### config.mk
export PLATFORM = sky130hd
export DESIGN_NAME = scan_mux_flat
export DESIGN_NICKNAME = d
export VERILOG_FILES = /design/src/rtl/scan_mux_if.sv /design/src/rtl/scan_mux.sv /design/src/flat_wrapper.sv
export SDC_FILE = /design/constraint.sdc
export NUM_CORES = 1
export LEC_CHECK = 0
export CORE_UTILIZATION = 41
export CTS_CLUSTER_SIZE = 28
export DETAILED_ROUTE_END_ITERATION = 8
export HOLD_SLACK_MARGIN = 0.05
export PLACE_DENSITY = 0.8
export SETUP_SLACK_MARGIN = 0.15
export SLEW_MARGIN = 40
export SYNTH_ARGS = -nofsm -noshare
export SYNTH_HDL_FRONTEND = slang
export SYNTH_SLANG_ARGS = --single-unit
export TNS_END_PERCENT = 5
### constraint.sdc
create_clock -name Clock -period 2.6 [get_ports Clock]
set_input_delay 0.52 -clock Clock [delete_from_list [all_inputs] [get_ports Clock]]
set_output_delay 0.52 -clock Clock [all_outputs]
set_load 0.05 [all_outputs]
### src/rtl/scan_mux_if.sv
// rtl/scan_mux_if.sv - control, channel data and selected-output bundle for scan_mux
interface scan_mux_if #(
    parameter int WIDTH = 8,
    parameter int SEL_W = 2
);
    localparam int CHANNELS = 2 ** SEL_W;

    logic                      En;
    logic                      mode;
    logic [SEL_W-1:0]          s;
    logic [CHANNELS*WIDTH-1:0] w;
    logic [WIDTH-1:0]          f;
    logic [SEL_W-1:0]          ch;
    logic [CHANNELS-1:0]       dec;
    logic                      valid;
    logic                      wrap;

    modport master (
        output En, mode, s, w,
        input  f, ch, dec, valid, wrap
    );

    modport slave (
        input  En, mode, s, w,
        output f, ch, dec, valid, wrap
    );
endinterface

### src/rtl/scan_mux.sv
// rtl/scan_mux.sv - registered N-way mux with manual select or dwell-timed auto-scan
// Define SCAN_MUX_REVERSE_EN to map channel index 0 onto the top data slot.
module scan_mux #(
    parameter int WIDTH = 8,
    parameter int SEL_W = 2,
    parameter int DWELL = 4
) (
    input  logic         Clock,
    input  logic         Resetn,
    scan_mux_if.slave    bus
);
    localparam int CHANNELS = 2 ** SEL_W;
    localparam logic [7:0] DWELL_LAST = 8'(DWELL - 1);

    typedef enum logic [1:0] {IDLE, MANUAL, SCAN} state_t;

    state_t           state;
    logic [WIDTH-1:0] f_q, f_next;
    logic [SEL_W-1:0] ch_q, ch_next;
    logic [7:0]       cnt_q, cnt_next;
    logic             valid_q, valid_next;
    logic             wrap_q, wrap_next;

    function automatic logic [WIDTH-1:0] slot(input logic [CHANNELS*WIDTH-1:0] data,
                                              input logic [SEL_W-1:0] k);
        logic [SEL_W-1:0] idx;
`ifdef SCAN_MUX_REVERSE_EN
        idx = ~k;
`else
        idx = k;
`endif
        return data[idx*WIDTH +: WIDTH];
    endfunction

    always_ff @(posedge Clock or negedge Resetn) begin
        if (!Resetn) begin
            f_q     <= '0;
            ch_q    <= '0;
            cnt_q   <= '0;
            valid_q <= 1'b0;
            wrap_q  <= 1'b0;
        end else begin
            f_q     <= f_next;
            ch_q    <= ch_next;
            cnt_q   <= cnt_next;
            valid_q <= valid_next;
            wrap_q  <= wrap_next;
        end
    end

    always_comb begin
        state      = IDLE;
        f_next     = f_q;
        ch_next    = ch_q;
        cnt_next   = cnt_q;
        valid_next = 1'b0;
        wrap_next  = 1'b0;
        if (bus.En) state = bus.mode ? SCAN : MANUAL;
        case (state)
            MANUAL: begin
                ch_next    = bus.s;
                cnt_next   = '0;
                f_next     = slot(bus.w, bus.s);
                valid_next = 1'b1;
            end
            SCAN: begin
                if (cnt_q >= DWELL_LAST) begin
                    ch_next   = ch_q + SEL_W'(1);
                    cnt_next  = '0;
                    wrap_next = (ch_q == '1);
                end else begin
                    cnt_next  = cnt_q + 8'd1;
                end
                // Data is re-sampled every cycle so a held channel still tracks w.
                f_next     = slot(bus.w, ch_next);
                valid_next = 1'b1;
            end
            default: ;
        endcase
    end

    assign bus.f     = f_q;
    assign bus.ch    = ch_q;
    assign bus.dec   = {{(CHANNELS-1){1'b0}}, 1'b1} << ch_q;
    assign bus.valid = valid_q;
    assign bus.wrap  = wrap_q;
endmodule

### src/flat_wrapper.sv
// flat-port wrapper written by rule: the top's interface ports become plain ports
module scan_mux_flat 
#(
    parameter int WIDTH = 8,
    parameter int SEL_W = 2,
    parameter int DWELL = 4
)
  (Clock, Resetn, bus_En, bus_mode, bus_s, bus_w, bus_f, bus_ch, bus_dec, bus_valid, bus_wrap);
  scan_mux_if #(.WIDTH(WIDTH), .SEL_W(SEL_W)) bus_i ();
  input  logic Clock;
  input  logic Resetn;
  input wire logic [$bits(bus_i.En)-1:0] bus_En;
  input wire logic [$bits(bus_i.mode)-1:0] bus_mode;
  input wire logic [$bits(bus_i.s)-1:0] bus_s;
  input wire logic [$bits(bus_i.w)-1:0] bus_w;
  output wire logic [$bits(bus_i.f)-1:0] bus_f;
  output wire logic [$bits(bus_i.ch)-1:0] bus_ch;
  output wire logic [$bits(bus_i.dec)-1:0] bus_dec;
  output wire logic [$bits(bus_i.valid)-1:0] bus_valid;
  output wire logic [$bits(bus_i.wrap)-1:0] bus_wrap;
  assign bus_i.En = bus_En;
  assign bus_i.mode = bus_mode;
  assign bus_i.s = bus_s;
  assign bus_i.w = bus_w;
  assign bus_f = bus_i.f;
  assign bus_ch = bus_i.ch;
  assign bus_dec = bus_i.dec;
  assign bus_valid = bus_i.valid;
  assign bus_wrap = bus_i.wrap;
  scan_mux #(.WIDTH(WIDTH), .SEL_W(SEL_W), .DWELL(DWELL)) u_core (.Clock(Clock), .Resetn(Resetn), .bus(bus_i));
endmodule
==> results.py <==
metrics = {
    "run": {
        "cap_violations": 0,
    },
    "layout": {
        "antenna_cells": 0,
        "fill_cells": 203,
        "drive_gt1_frac": 0.1000,
        "final_cell_mix": "clkdlybuf4s50_1, dfrtp_1, a211oi_1",
        "utilization": 0.7061,
        "area_growth_pct": 56.48,
        "final_nets": 214,
        "mostFrequentLayoutCell": "clkdlybuf4s50_1",
    },
    "routing": {
        "vias_per_cell": 5.465,
        "antenna_left": 0,
        "first_pass_iters": 4,
        "routed_wl_um": 3001,
        "route.detailed.drc": 0,
        "via_count": 1093,
        "dr.first_iter.drc_count": 16,
        "drt-wirelength-per-cell_um": 15.01,
    },
    "clock_network": {
        "clk_latency_ps": 310,
        "cts_buffer_depth": 2,
        "cts_tree": "yes",
        "cts.sink_count": 20,
        "root_buffer": "clkbuf_4",
        "cts_setup_buffers": 0,
        "cts_made_buffers": 3,
        "clk_pin_slew_ps": 120,
        "htreeDepth": 1,
    },
    "sta": {
        "fmaxAchievable_mhz": 416.9,
        "slew_viol_final": 0,
        "period_needed_ps": 2399,
        "grt_setup_unrepaired": "true",
        "skew_ps": 6.540,
        "setup_viol": 0,
        "hold_viol_final": 0,
        "worst_pin_slew_ps": 521.6,
        "relSlewSlack": 0.6512,
        "period_share": 0.9225,
        "setup_tns_ps": 0,
        "whs_ps": 520.8,
    },
    "logic_synthesis": {
        "synth_cell_type_count": 28,
        "syn_area_per_cell_um2": 10.44,
        "synth_nets": 154,
        "synth_seq_cells": 20,
        "synth_area_um2": 1159,
        "yosys_warnings": 0,
        "ys_seq_area_frac": 0.4320,
        "syn_inst": 111,
    },
    "global_routing": {
        "grt_overflow_total": 0,
        "grt_antenna_before_repair": 0,
        "grt_max_degree": 21,
        "grt_pass1_vias": 1072,
        "grt_util_all_layers": 0.2313,
        "grt_pass1_wl_um": 4795,
    },
    "floorplan": {
        "dieHeight_um": 55.16,
        "die_w_um": 55.16,
        "ios": 54,
        "rows": 18,
        "dieArea_um2": 3043,
        "core_um2": 2567,
        "start_util": 0.4513,
    },
    "pwr": {
        "power_w": 0.001153,
        "cellLeakagePower_nw": 0.7823,
        "power.density_nw_per_um2": 635.8,
        "ir_drop_mv": 0.4425,
    },
    "setup_path": {
        "critPathMaxStageDelay_ps": 790,
        "end_kind": "output port",
        "required_ps": 2080,
        "crit_buf_inv": 2,
        "crit_fanout": 4,
        "arrival_ps": 1880,
        "path_cells": "inv_1 > ha_1 > clkdlybuf4s50_1",
        "cp-start-kind": "flop",
        "crit_type": "flop to output port",
        "regToRegSetupSlack_ps": 330,
        "crit_family": "buffers and inverters",
        "cp_slowest_cell": "clkdlybuf4s50_1",
    },
    "run_status": {
        "status": "complete, no violations",
    },
    "hold_path": {
        "holdCritPathClass": "flop to flop",
    },
    "place": {
        "io_buffers": 53,
        "gp_congestion": 0.7765,
        "dp_hpwl_um": 2354,
    },
}
[cell families (layout without fill, tap and decap cells)]
family,after synthesis,in the layout,synth area share
AND/OR/NAND/NOR,41,41,0.2009
AO/OA/AOI/OAI,27,27,0.1912
flip-flops,20,20,0.4320
buffers and inverters,10,69,0.05291
multiplexers,8,8,0.06912
adder cells (fa/ha/maj),5,5,0.05400
[worst reg2reg max path: stages, from the launching register on]
cell	delay, ps
dfrtp_1	430
ha_1	230
or4_4	450
a2111oi_4	360
or2_1	190
buf_12	160
mux2i_1	230
a211oi_2	90
[what timing repair did]
action / in CTS / in global routing
hold buffers: 0 / 0
gates resized for setup: 1 / 1
setup endpoints to repair: 1 / 3
[synth_stat cells]
library cell,number,share of area
nor4_1,1,0.0054
buf_6,1,0.0097
or2_1,1,0.0054
a31oi_1,1,0.0054
mux2i_1,8,0.069
o32a_1,1,0.0086
buf_12,1,0.017
clkbuf_1,4,0.013
nor3b_1,8,0.052
or4_4,1,0.0097
nand2_1,5,0.016
nor2_1,9,0.029
o31ai_1,1,0.0065
or3_1,1,0.0054
a21oi_1,2,0.0086
and4_1,1,0.0076
nor2b_1,7,0.038
o22ai_1,2,0.011
o21ai_0,2,0.0086
inv_1,4,0.013
nor3_1,2,0.0086
a2111oi_4,1,0.024
ha_1,5,0.054
dfrtp_1,20,0.43
a211oi_1,15,0.097
nand3_1,3,0.013
nand2b_1,2,0.011
a211oi_2,2,0.022
[layout make-up]
cell class / count / area, µm² / area share
clock buffers: 3 / 22.52 / 0.01242
well taps: 30 / 37.54 / 0.02070
clock inverters: 1 / 30.03 / 0.01656
repair buffers: 61 / 604.3 / 0.3333
inverters: 4 / 15.01 / 0.008282
flip-flops and latches: 20 / 500.5 / 0.2761
multi-input cells: 81 / 603.1 / 0.3326
[path summary, 6_finish.rpt]
check / from / end / depth (start not counted)
setup / recovery: u_core.bus.ch[1]$_DFFE_PN0P_ / bus_dec[1] / 3
hold / removal: u_core.cnt_q[0]$_DFFE_PN0P_ / u_core.cnt_q[0]$_DFFE_PN0P_ / 1
setup reg to reg: u_core.cnt_q[0]$_DFFE_PN0P_ / u_core.bus.f[0]$_DFFE_PN0P_ / 7
hold reg to reg: u_core.cnt_q[0]$_DFFE_PN0P_ / u_core.cnt_q[0]$_DFFE_PN0P_ / 1
max in group asynchronous: Resetn / u_core.bus.f[1]$_DFFE_PN0P_ / 2
min in group asynchronous: Resetn / u_core.bus.f[6]$_DFFE_PN0P_ / 2
[state kept, by name, indices dropped and copies added, names as in the netlist]
signal,count
u_core.bus.valid,1
u_core.bus.f,8
u_core.bus.ch,2
u_core.bus.wrap,1
u_core.cnt_q,8
[per-layer routing]
layer / vias up / wire [µm] / GRT usage
met3: 2 / 241 / 0.06557
met5: - / 0 / 0
li1: 525 / - / -
met4: 0 / 22 / 0.1083
met2: 49 / 1449 / 0.3896
met1: 517 / 1288 / 0.2696
[power breakdown]
group	switching [W]	total, W	internal [W]	leakage, nW
logic	0.000303	0.000512	0.000209	0.506
clock network	0.000104	0.000260	0.000156	0.0279
registers	0.0000301	0.000380	0.000350	0.248
total	0.000438	0.00115	0.000715	0.782
[per-stage QoR]
step | setup slack [ps] | cell area, µm² | cells
floorplan | 154.0 | 1159 | 111
global placement | 258.4 | 1753 | 196
detailed placement | 170.8 | 1753 | 196
CTS | 158.6 | 1804 | 200
global route | 119.0 | 1813 | 200
finish | 201.5 | 1813 | 200
(Power assumes the default switching activity.)
